==> src/rtl/zx8x_tape_player.sv <==
// Real-time ZX80/ZX81 cassette pulse generator playing a .o/.p image from the tape buffer RAM.
// Build macro ZX8X_TAPE_NAME_EN inserts a synthetic 0xA6 name byte between leader and image.
module zx8x_tape_player #(
    parameter int PULSE_HI = 7800,
    parameter int PULSE_LO = 7800,
    parameter int BIT_GAP  = 67600,
    parameter int LEAD_LEN = 26000000,
    parameter int CNT_W    = 25
) (
    input  logic        clk_sys,
    input  logic        reset,
    input  logic        start,
    input  logic        stop,
    input  logic [14:0] tape_len,
    output logic [13:0] rd_addr,
    input  logic [7:0]  rd_data,
    output logic        tape_out,
    output logic        busy,
    output logic        done
);

    typedef enum logic [3:0] {
        ST_IDLE,
        ST_LEAD,
`ifdef ZX8X_TAPE_NAME_EN
        ST_NAME,
`endif
        ST_FETCH,
        ST_LOAD,
        ST_HI,
        ST_LO,
        ST_GAP,
        ST_DONE
    } state_t;

    localparam logic [CNT_W-1:0] HI_LAST   = CNT_W'(PULSE_HI - 1);
    localparam logic [CNT_W-1:0] LO_LAST   = CNT_W'(PULSE_LO - 1);
    localparam logic [CNT_W-1:0] GAP_LAST  = CNT_W'(BIT_GAP - 1);
    localparam logic [CNT_W-1:0] LEAD_LAST = CNT_W'(LEAD_LEN - 1);
    localparam logic [3:0]       PULSES_1  = 4'd9;
    localparam logic [3:0]       PULSES_0  = 4'd4;
    localparam logic [14:0]      LEN_MAX   = 15'd16384;

    state_t             state_reg, state_next;
    logic [CNT_W-1:0]   cnt_reg, cnt_next;
    logic [7:0]         shreg_reg, shreg_next;
    logic [2:0]         bit_idx_reg, bit_idx_next;
    logic [3:0]         pulse_reg, pulse_next;
    logic [13:0]        rd_addr_reg, rd_addr_next;
    logic [13:0]        last_reg, last_next;
    logic               empty_reg, empty_next;
`ifdef ZX8X_TAPE_NAME_EN
    localparam logic [7:0] NAME_BYTE = 8'hA6;
    logic               name_phase_reg, name_phase_next;
`endif

    logic [14:0]        len_clamped;
    logic [13:0]        len_last;

    // Oversized lengths play the whole 16K buffer; the last index is kept
    // instead of the length so the end test is a 14-bit compare.
    assign len_clamped = (tape_len > LEN_MAX) ? LEN_MAX : tape_len;
    assign len_last    = 14'(len_clamped - 15'd1);

    always_ff @(posedge clk_sys or posedge reset) begin
        if (reset) begin
            state_reg      <= ST_IDLE;
            cnt_reg        <= '0;
            shreg_reg      <= '0;
            bit_idx_reg    <= '0;
            pulse_reg      <= '0;
            rd_addr_reg    <= '0;
            last_reg       <= '0;
            empty_reg      <= 1'b0;
`ifdef ZX8X_TAPE_NAME_EN
            name_phase_reg <= 1'b0;
`endif
        end else begin
            state_reg      <= state_next;
            cnt_reg        <= cnt_next;
            shreg_reg      <= shreg_next;
            bit_idx_reg    <= bit_idx_next;
            pulse_reg      <= pulse_next;
            rd_addr_reg    <= rd_addr_next;
            last_reg       <= last_next;
            empty_reg      <= empty_next;
`ifdef ZX8X_TAPE_NAME_EN
            name_phase_reg <= name_phase_next;
`endif
        end
    end

    always_comb begin
        state_next      = state_reg;
        cnt_next        = '0;
        shreg_next      = shreg_reg;
        bit_idx_next    = bit_idx_reg;
        pulse_next      = pulse_reg;
        rd_addr_next    = rd_addr_reg;
        last_next       = last_reg;
        empty_next      = empty_reg;
`ifdef ZX8X_TAPE_NAME_EN
        name_phase_next = name_phase_reg;
`endif

        case (state_reg)
            ST_IDLE: begin
                if (start) begin
                    state_next   = ST_LEAD;
                    rd_addr_next = '0;
                    last_next    = len_last;
                    empty_next   = (len_clamped == 15'd0);
                end
            end

            ST_LEAD: begin
                if (cnt_reg == LEAD_LAST) begin
                    if (empty_reg) begin
                        state_next = ST_DONE;
                    end else begin
`ifdef ZX8X_TAPE_NAME_EN
                        state_next      = ST_NAME;
                        name_phase_next = 1'b1;
`else
                        state_next = ST_FETCH;
`endif
                    end
                end else begin
                    cnt_next = cnt_reg + 1'b1;
                end
            end

`ifdef ZX8X_TAPE_NAME_EN
            ST_NAME: begin
                shreg_next   = NAME_BYTE;
                bit_idx_next = 3'd7;
                pulse_next   = NAME_BYTE[7] ? PULSES_1 : PULSES_0;
                state_next   = ST_HI;
            end
`endif

            // Address settles in FETCH; the RAM output is valid in LOAD.
            ST_FETCH: begin
                state_next = ST_LOAD;
            end

            ST_LOAD: begin
                shreg_next   = rd_data;
                bit_idx_next = 3'd7;
                pulse_next   = rd_data[7] ? PULSES_1 : PULSES_0;
                state_next   = ST_HI;
            end

            ST_HI: begin
                if (cnt_reg == HI_LAST) begin
                    state_next = ST_LO;
                end else begin
                    cnt_next = cnt_reg + 1'b1;
                end
            end

            ST_LO: begin
                if (cnt_reg == LO_LAST) begin
                    if (pulse_reg == 4'd1) begin
                        state_next = ST_GAP;
                    end else begin
                        pulse_next = pulse_reg - 1'b1;
                        state_next = ST_HI;
                    end
                end else begin
                    cnt_next = cnt_reg + 1'b1;
                end
            end

            ST_GAP: begin
                if (cnt_reg != GAP_LAST) begin
                    cnt_next = cnt_reg + 1'b1;
                end else if (bit_idx_reg != 3'd0) begin
                    // Rotate instead of shift: the wrapped bit is never played.
                    shreg_next   = {shreg_reg[6:0], shreg_reg[7]};
                    bit_idx_next = bit_idx_reg - 1'b1;
                    pulse_next   = shreg_reg[6] ? PULSES_1 : PULSES_0;
                    state_next   = ST_HI;
`ifdef ZX8X_TAPE_NAME_EN
                end else if (name_phase_reg) begin
                    name_phase_next = 1'b0;
                    state_next      = ST_FETCH;
`endif
                end else if (rd_addr_reg != last_reg) begin
                    rd_addr_next = rd_addr_reg + 1'b1;
                    state_next   = ST_FETCH;
                end else begin
                    state_next = ST_DONE;
                end
            end

            ST_DONE: begin
                state_next = ST_IDLE;
            end

            default: begin
                state_next = ST_IDLE;
            end
        endcase

        // Abort beats everything, including a start in the same cycle.
        if (stop) begin
            state_next = ST_IDLE;
            cnt_next   = '0;
`ifdef ZX8X_TAPE_NAME_EN
            name_phase_next = 1'b0;
`endif
        end
    end

    assign rd_addr  = rd_addr_reg;
    assign tape_out = (state_reg == ST_HI);
    assign busy     = (state_reg != ST_IDLE);
    assign done     = (state_reg == ST_DONE);

endmodule

==> config.mk <==
export PLATFORM = sky130hd
export DESIGN_NAME = zx8x_tape_player
export DESIGN_NICKNAME = d
export VERILOG_FILES = /design/src/rtl/zx8x_tape_player.sv
export SDC_FILE = /design/constraint.sdc
export NUM_CORES = 1
export LEC_CHECK = 0
export ABC_AREA = 1
export BUFFER_PORTS_ARGS = -buffer_cell sky130_fd_sc_hd__buf_2
export CORE_MARGIN = 2
export CORE_UTILIZATION = 44
export CTS_CLUSTER_SIZE = 20
export DETAILED_ROUTE_END_ITERATION = 8
export SETUP_SLACK_MARGIN = 0.4
export SYNTH_ARGS = -nofsm -noshare
export SYNTH_HDL_FRONTEND = slang
export SYNTH_SLANG_ARGS = --single-unit
==> constraint.sdc <==
create_clock -name clk_sys -period 8.04 [get_ports clk_sys]
set_input_delay 2.412 -clock clk_sys [delete_from_list [all_inputs] [get_ports clk_sys]]
set_output_delay 2.412 -clock clk_sys [all_outputs]
set_load 0.01 [all_outputs]
Word-level counts from Yosys, hierarchy flattened
Cells that the tools add are included.

word-level totals
  flip-flop bits (word level) = 73
  bits of input ports = 27
  output and inout port bits = 17
  logic and storage cells = 86

cells by class
  add/sub/neg operators = 5
  order comparisons = 1
  equality and inequality tests = 24
  muxes and demuxes = 35
  reductions and logical operators = 13

operator list
  operator                 count
  $mux W25                 4
  $pmux W25 S3             1
  $mux W14                 4
  $mux W4                  12
  $pmux W14 S2             1
  $pmux W4 S7              1
  $add A25 B1 Y25 const B  1
  $eq A25 B13 Y1 const B   1
  $eq A25 B25 Y1 const B   1
  $ne A25 B17 Y1 const B   1
  $eq A4 B3 Y1 const B     4
  $mux W8                  2
  $pmux W8 S2              1
  $gt A15 B15 Y1 const B   1
  $logic_not A15 Y1        1
  $mux W15                 1
  $mux W3                  5
  $reduce_and A5 Y1        3
  $add A14 B1 Y14 const B  1
  $ne A14 B14 Y1           1
  $ne A2 B2 Y1 const B     7
  $sub A14 B1 Y14 const B  1
  $ne A3 B3 Y1 const B     4
  $pmux W4 S3              1
  other kinds (14)         18

Longest topological paths before layout
  depth in word-level cells = 6
  depth in mapped cells = 15
  depth with buffers taken out = 13

Worst setup path before layout
No wires, ideal clock.

  kind = input -> register
  start point = input tape_len[6]
  end point = register last_reg[12]
  library setup time = 0.117 ns
  data arrival time = 3.847 ns
  data required time = 7.923 ns
  setup slack = 4.076 ns
  stages = 15
  path buffers = 2
  cells stage by stage = buf_2 > nor2_1 > nand2_1 > nor2_1 > nand2_1 > nand2_2 > buf_2 > nand2_1 > ha_1 > nand2_1 > inv_1 > nand3_1 > nand2_1 > nand3_1 > nand2_1

between the ends
  word-level cells in the longest chain between the ends = 3

RTL lines
  element               line  source
  start, declared       14    input logic [14:0] tape_len,
  $gt A15 B15 Y1        62    assign len_clamped = (tape_len > LEN_MAX) ? LEN_MAX : tape_len;
  $mux W15 *            62
  $sub A14 B1 Y14 *     63    assign len_last = 14'(len_clamped - 15'd1);
  end signal, assigned  85    last_reg <= last_next;
  end, declared         50    logic [13:0] last_reg, last_next;

Mark *: on every way between the ends. The rest lies on a longest branch, timed or not.
A chain may end at the register's enable or synchronous reset.

Final worst setup path
  start point = input tape_len[2]
  end point = register last_reg[12]

Same word-level chain as after synthesis.

==> out/summary.log <==
INFO  sta            relSlewSlack=0.3909
INFO  logic_synthesis synth_seq_cells=72
INFO  final_layout   final_common_cell=sky130_fd_sc_hd__nand2_1
INFO  final_layout   layout_nets=761
INFO  sta            finalWorstPathRequiredPeriod=3.907ns
INFO  critical_path  worst-r2r-setup-slack=5.44ns
INFO  final_layout   drive_gt1_frac=0.1532
INFO  grt            grt_util_all_layers=0.2149
INFO  critical_path  crit_type=in2reg
INFO  clock_network  htree_levels=3
INFO  clock_network  insertion_delay_to_the_later_sink_of_the_worst_skew_pair=0.34ns
INFO  placement      dp.final_hpwl=9445um
INFO  critical_path  timing.critical_path.arrival=4.13ns
INFO  grt            number_of_global_route_vias_before_repair=4477
INFO  grt            grt_antenna_before_repair=0
INFO  grt            grt_pass1_wl=21670um
INFO  clock_network  cts.root.buffer_cell=sky130_fd_sc_hd__clkbuf_16
INFO  logic_synthesis synth_enable_flop_cells=0
INFO  logic_synthesis synth_simple_gate_area_frac=0.3610
INFO  sta            share_of_the_clock_period_used_by_the_worst_path=0.4859
INFO  critical_path  critical_path.startpoint_type=primary input
INFO  logic_synthesis synth_mux_area_frac=0.01626
INFO  route          drt_drc_violations_left=0
INFO  clock_network  clkTransAtPathRegs=0.06ns
INFO  sta            max_freq=0.2560GHz
INFO  sta            tightestPinTransition=0.9137ns
INFO  run            max-cap-violations=0
INFO  logic_synthesis dominant_combinational_cell_family_by_area_after_synthesis=simple AND/OR/NAND/NOR gates
INFO  final_layout   layout_common_cells=171 x sky130_fd_sc_hd__nand2_1, 89 x sky130_fd_sc_hd__nor2_1, 72 x sky130_fd_sc_hd__dfrtp_1
INFO  critical_path  worstRegToRegCells=6
INFO  route          drc_violation_total_after_the_first_tritonroute_iteration=293
INFO  power_and_ir_drop power.leakage=2.684nW
INFO  sta            slew_viol_final=0
INFO  logic_synthesis mappedNetlistNets=726
INFO  clock_network  cts_sinks=72
INFO  clock_network  cts_setup_buffers=0
INFO  sta            grt_setup_unrepaired=no
INFO  critical_path  crit_path_end_kind=flop
INFO  run_status     outcome=completed
INFO  floorplanning  chipWidth=110.6um
INFO  clock_network  hold_buffers=0
INFO  placement      finalWeightedCongestion=0.8903
INFO  logic_synthesis yosysWarningCount=0
INFO  logic_synthesis post_synth_xor_area_fraction=0.06130
INFO  critical_path  r2r_start=state_reg[0]
INFO  grt            grt-ovfl-total=0
INFO  logic_synthesis synth_area_per_cell=7.227um^2
INFO  critical_path  max_stage_delay=0.33ns
INFO  grt            grt_max_degree=73
INFO  logic_synthesis synth.cell_area=5001um^2
INFO  floorplanning  starting_utilization_of_the_core_area=0.4553
INFO  route          drt-total-wl=12750um
INFO  power_and_ir_drop ir_drop=136.3uV
INFO  min_path       min_from=bit_idx_reg[0]
INFO  floorplanning  ioPinCount=44
INFO  placement      post-place-ws=3.772ns
INFO  critical_path  timing.critical_path.buf_inv=2
INFO  min_path       endpoint_with_the_worst_hold_slack=bit_idx_reg[0]
INFO  route          avgRoutedWirePerCell=14.64um
INFO  floorplanning  core.rowCount=38
INFO  logic_synthesis ys_dominant_reg_cell=sky130_fd_sc_hd__dfrtp_1
INFO  final_layout   largest_register_ffs=25
INFO  min_path       hold_path.class=reg2reg
INFO  sta            worst_clock_skew=0.006554ns
INFO  power_and_ir_drop power_density=217.2nW/um^2
INFO  final_layout   antenna_cells_inserted=0
INFO  route          route.vias.total=4616
INFO  critical_path  top_family_by_delay_on_critical_path=simple AND/OR/NAND/NOR gates
INFO  logic_synthesis synthCells=692
INFO  floorplanning  die-height=110.6um
INFO  floorplanning  fp.dieArea=12230um^2
INFO  floorplanning  core-area=10980um^2
INFO  route          detail_route.first_pass.iterations=5
INFO  route          antenna_violating_nets_post_route=0
INFO  critical_path  critical_path.startpoint=tape_len[2]
INFO  logic_synthesis post_synth_arst_share=1.000
INFO  logic_synthesis synth.yosys.seq_area_share=0.3603
INFO  clock_network  cts_repair_resize_count=0
INFO  final_layout   area_growth_syn_to_layout=11.13%
INFO  sta            setup_total_negative_slack=0ns
INFO  logic_synthesis synth.lib_cells_used.distinct=52
INFO  critical_path  crit_slowest_cell=sky130_fd_sc_hd__nand2_2
INFO  route          routed_via_density=5.300
INFO  critical_path  worstPathCellList=buf_2 -> nor2_1 -> nand2_1 -> nor2_1 -> nand2_1 -> nand2_2 -> nand2_1 -> ha_1 -> nand2_1 -> inv_1 -> nand3_1 -> nand2_1 -> nand3_1 -> nand2_1
INFO  sta            final_critical_path_setup_slack=4.133ns
INFO  placement      io_buffer_count=43
INFO  critical_path  crit-reg2reg-capture=shreg_reg[7]
INFO  sta            hold_viol=0
INFO  clock_network  cts_inserted_buffers=9
INFO  logic_synthesis synthAdderAreaFrac=0.01751
INFO  critical_path  worst_ep_required_time=8.26ns
INFO  critical_path  critical_path.max_fanout=28
INFO  logic_synthesis synth_compound_gate_area_share=0.09607
INFO  clock_network  clk_path_buf_depth=2
INFO  min_path       hold-path-cell-count=2
INFO  clock_network  cts_tree=yes
INFO  sta            setup_viol=0
INFO  critical_path  cpMostUsedCell=sky130_fd_sc_hd__nand2_1
## cell families (layout without fill, tap and decap cells)
kind of cell             after synthesis  count (layout)
AND/OR/NAND/NOR                      393             393
buffers and inverters                101             140
AO/OA/AOI/OAI                         76              76
flip-flops                            72              72
XOR/XNOR                              35              35
multiplexers                           8               8
adder cells (fa/ha/maj)                7               7
## cell usage after synthesis, drive strengths merged (4+ instances only)
cell type	number	area, um^2
nand2	182	720.7
nor2	99	430.4
inv	79	299.0
dfrtp	72	1802
nand3	53	292.8
o21ai	45	259.0
nor3	29	170.2
xor2	28	245.2
nand4	20	125.1
buf	13	98.84
a21oi	10	50.05
clkbuf	7	31.28
ha	7	87.58
mux2i	7	70.07
xnor2	7	61.31
o22ai	4	25.02
## power breakdown
group	internal, mW	switching [mW]	leakage [nW]
logic	0.109	0.201	1.60
registers	0.435	0.0611	0.946
clock network	0.247	0.154	0.139
total	0.791	0.416	2.68
## worst register-to-register path, cell delays in order (launching register included)
cell and delay (ns):
sky130_fd_sc_hd__dfrtp_1 0.44, sky130_fd_sc_hd__inv_1 0.16, sky130_fd_sc_hd__nand3_4 0.31, sky130_fd_sc_hd__inv_1 0.54
sky130_fd_sc_hd__nand2_2 0.16, sky130_fd_sc_hd__nand2_1 0.47, sky130_fd_sc_hd__mux2_2 0.40
## stage by stage
step | utilization | total power, mW | cell area [um^2] | cells | hold WS (ns)
after global placement | 0.4797 | 0.8025 | 5269 | 856 | 0.4610
final | 0.5060 | 1.207 | 5558 | 871 | 0.4874
after detailed placement | 0.4797 | 0.8127 | 5269 | 856 | 0.4758
after CTS | 0.5060 | 1.224 | 5558 | 871 | 0.4892
after floorplan | - | 0.7429 | 5001 | 692 | 0.4493
after global routing | 0.5060 | 1.289 | 5558 | 871 | 0.5121
## final cells by class
class | count | area (um^2)
inverters | 81 | 307.8
flip-flops and latches | 72 | 1802
clock inverters | 3 | 42.54
well taps | 140 | 175.2
fillers | 1130 | 5425
repair buffers | 44 | 222.7
multi-input cells | 519 | 2761
clock buffers | 12 | 246.5
## routing by layer
layer	vias up	track usage	wire, um
met3	28	0.03513	492
met2	107	0.3571	6022
li1	2316	-	-
met4	0	0.09250	359
met1	2165	0.2770	5877
met5	-	0	0
## how the worst max path moves through the flow
| stage | slack [ns] | to | cells after the start |
|---|---|---|---|
| after floorplan | 3.80 | bit_idx_reg[0] | 1 |
| after global placement | 3.82 | last_reg[12] | 14 |
| after detailed placement | 3.77 | last_reg[12] | 14 |
| after CTS | 4.13 | last_reg[12] | 14 |
| after global routing | 3.88 | last_reg[12] | 14 |
| final | 4.13 | last_reg[12] | 14 |
No activity file was read; power rests on OpenSTA's default activity.
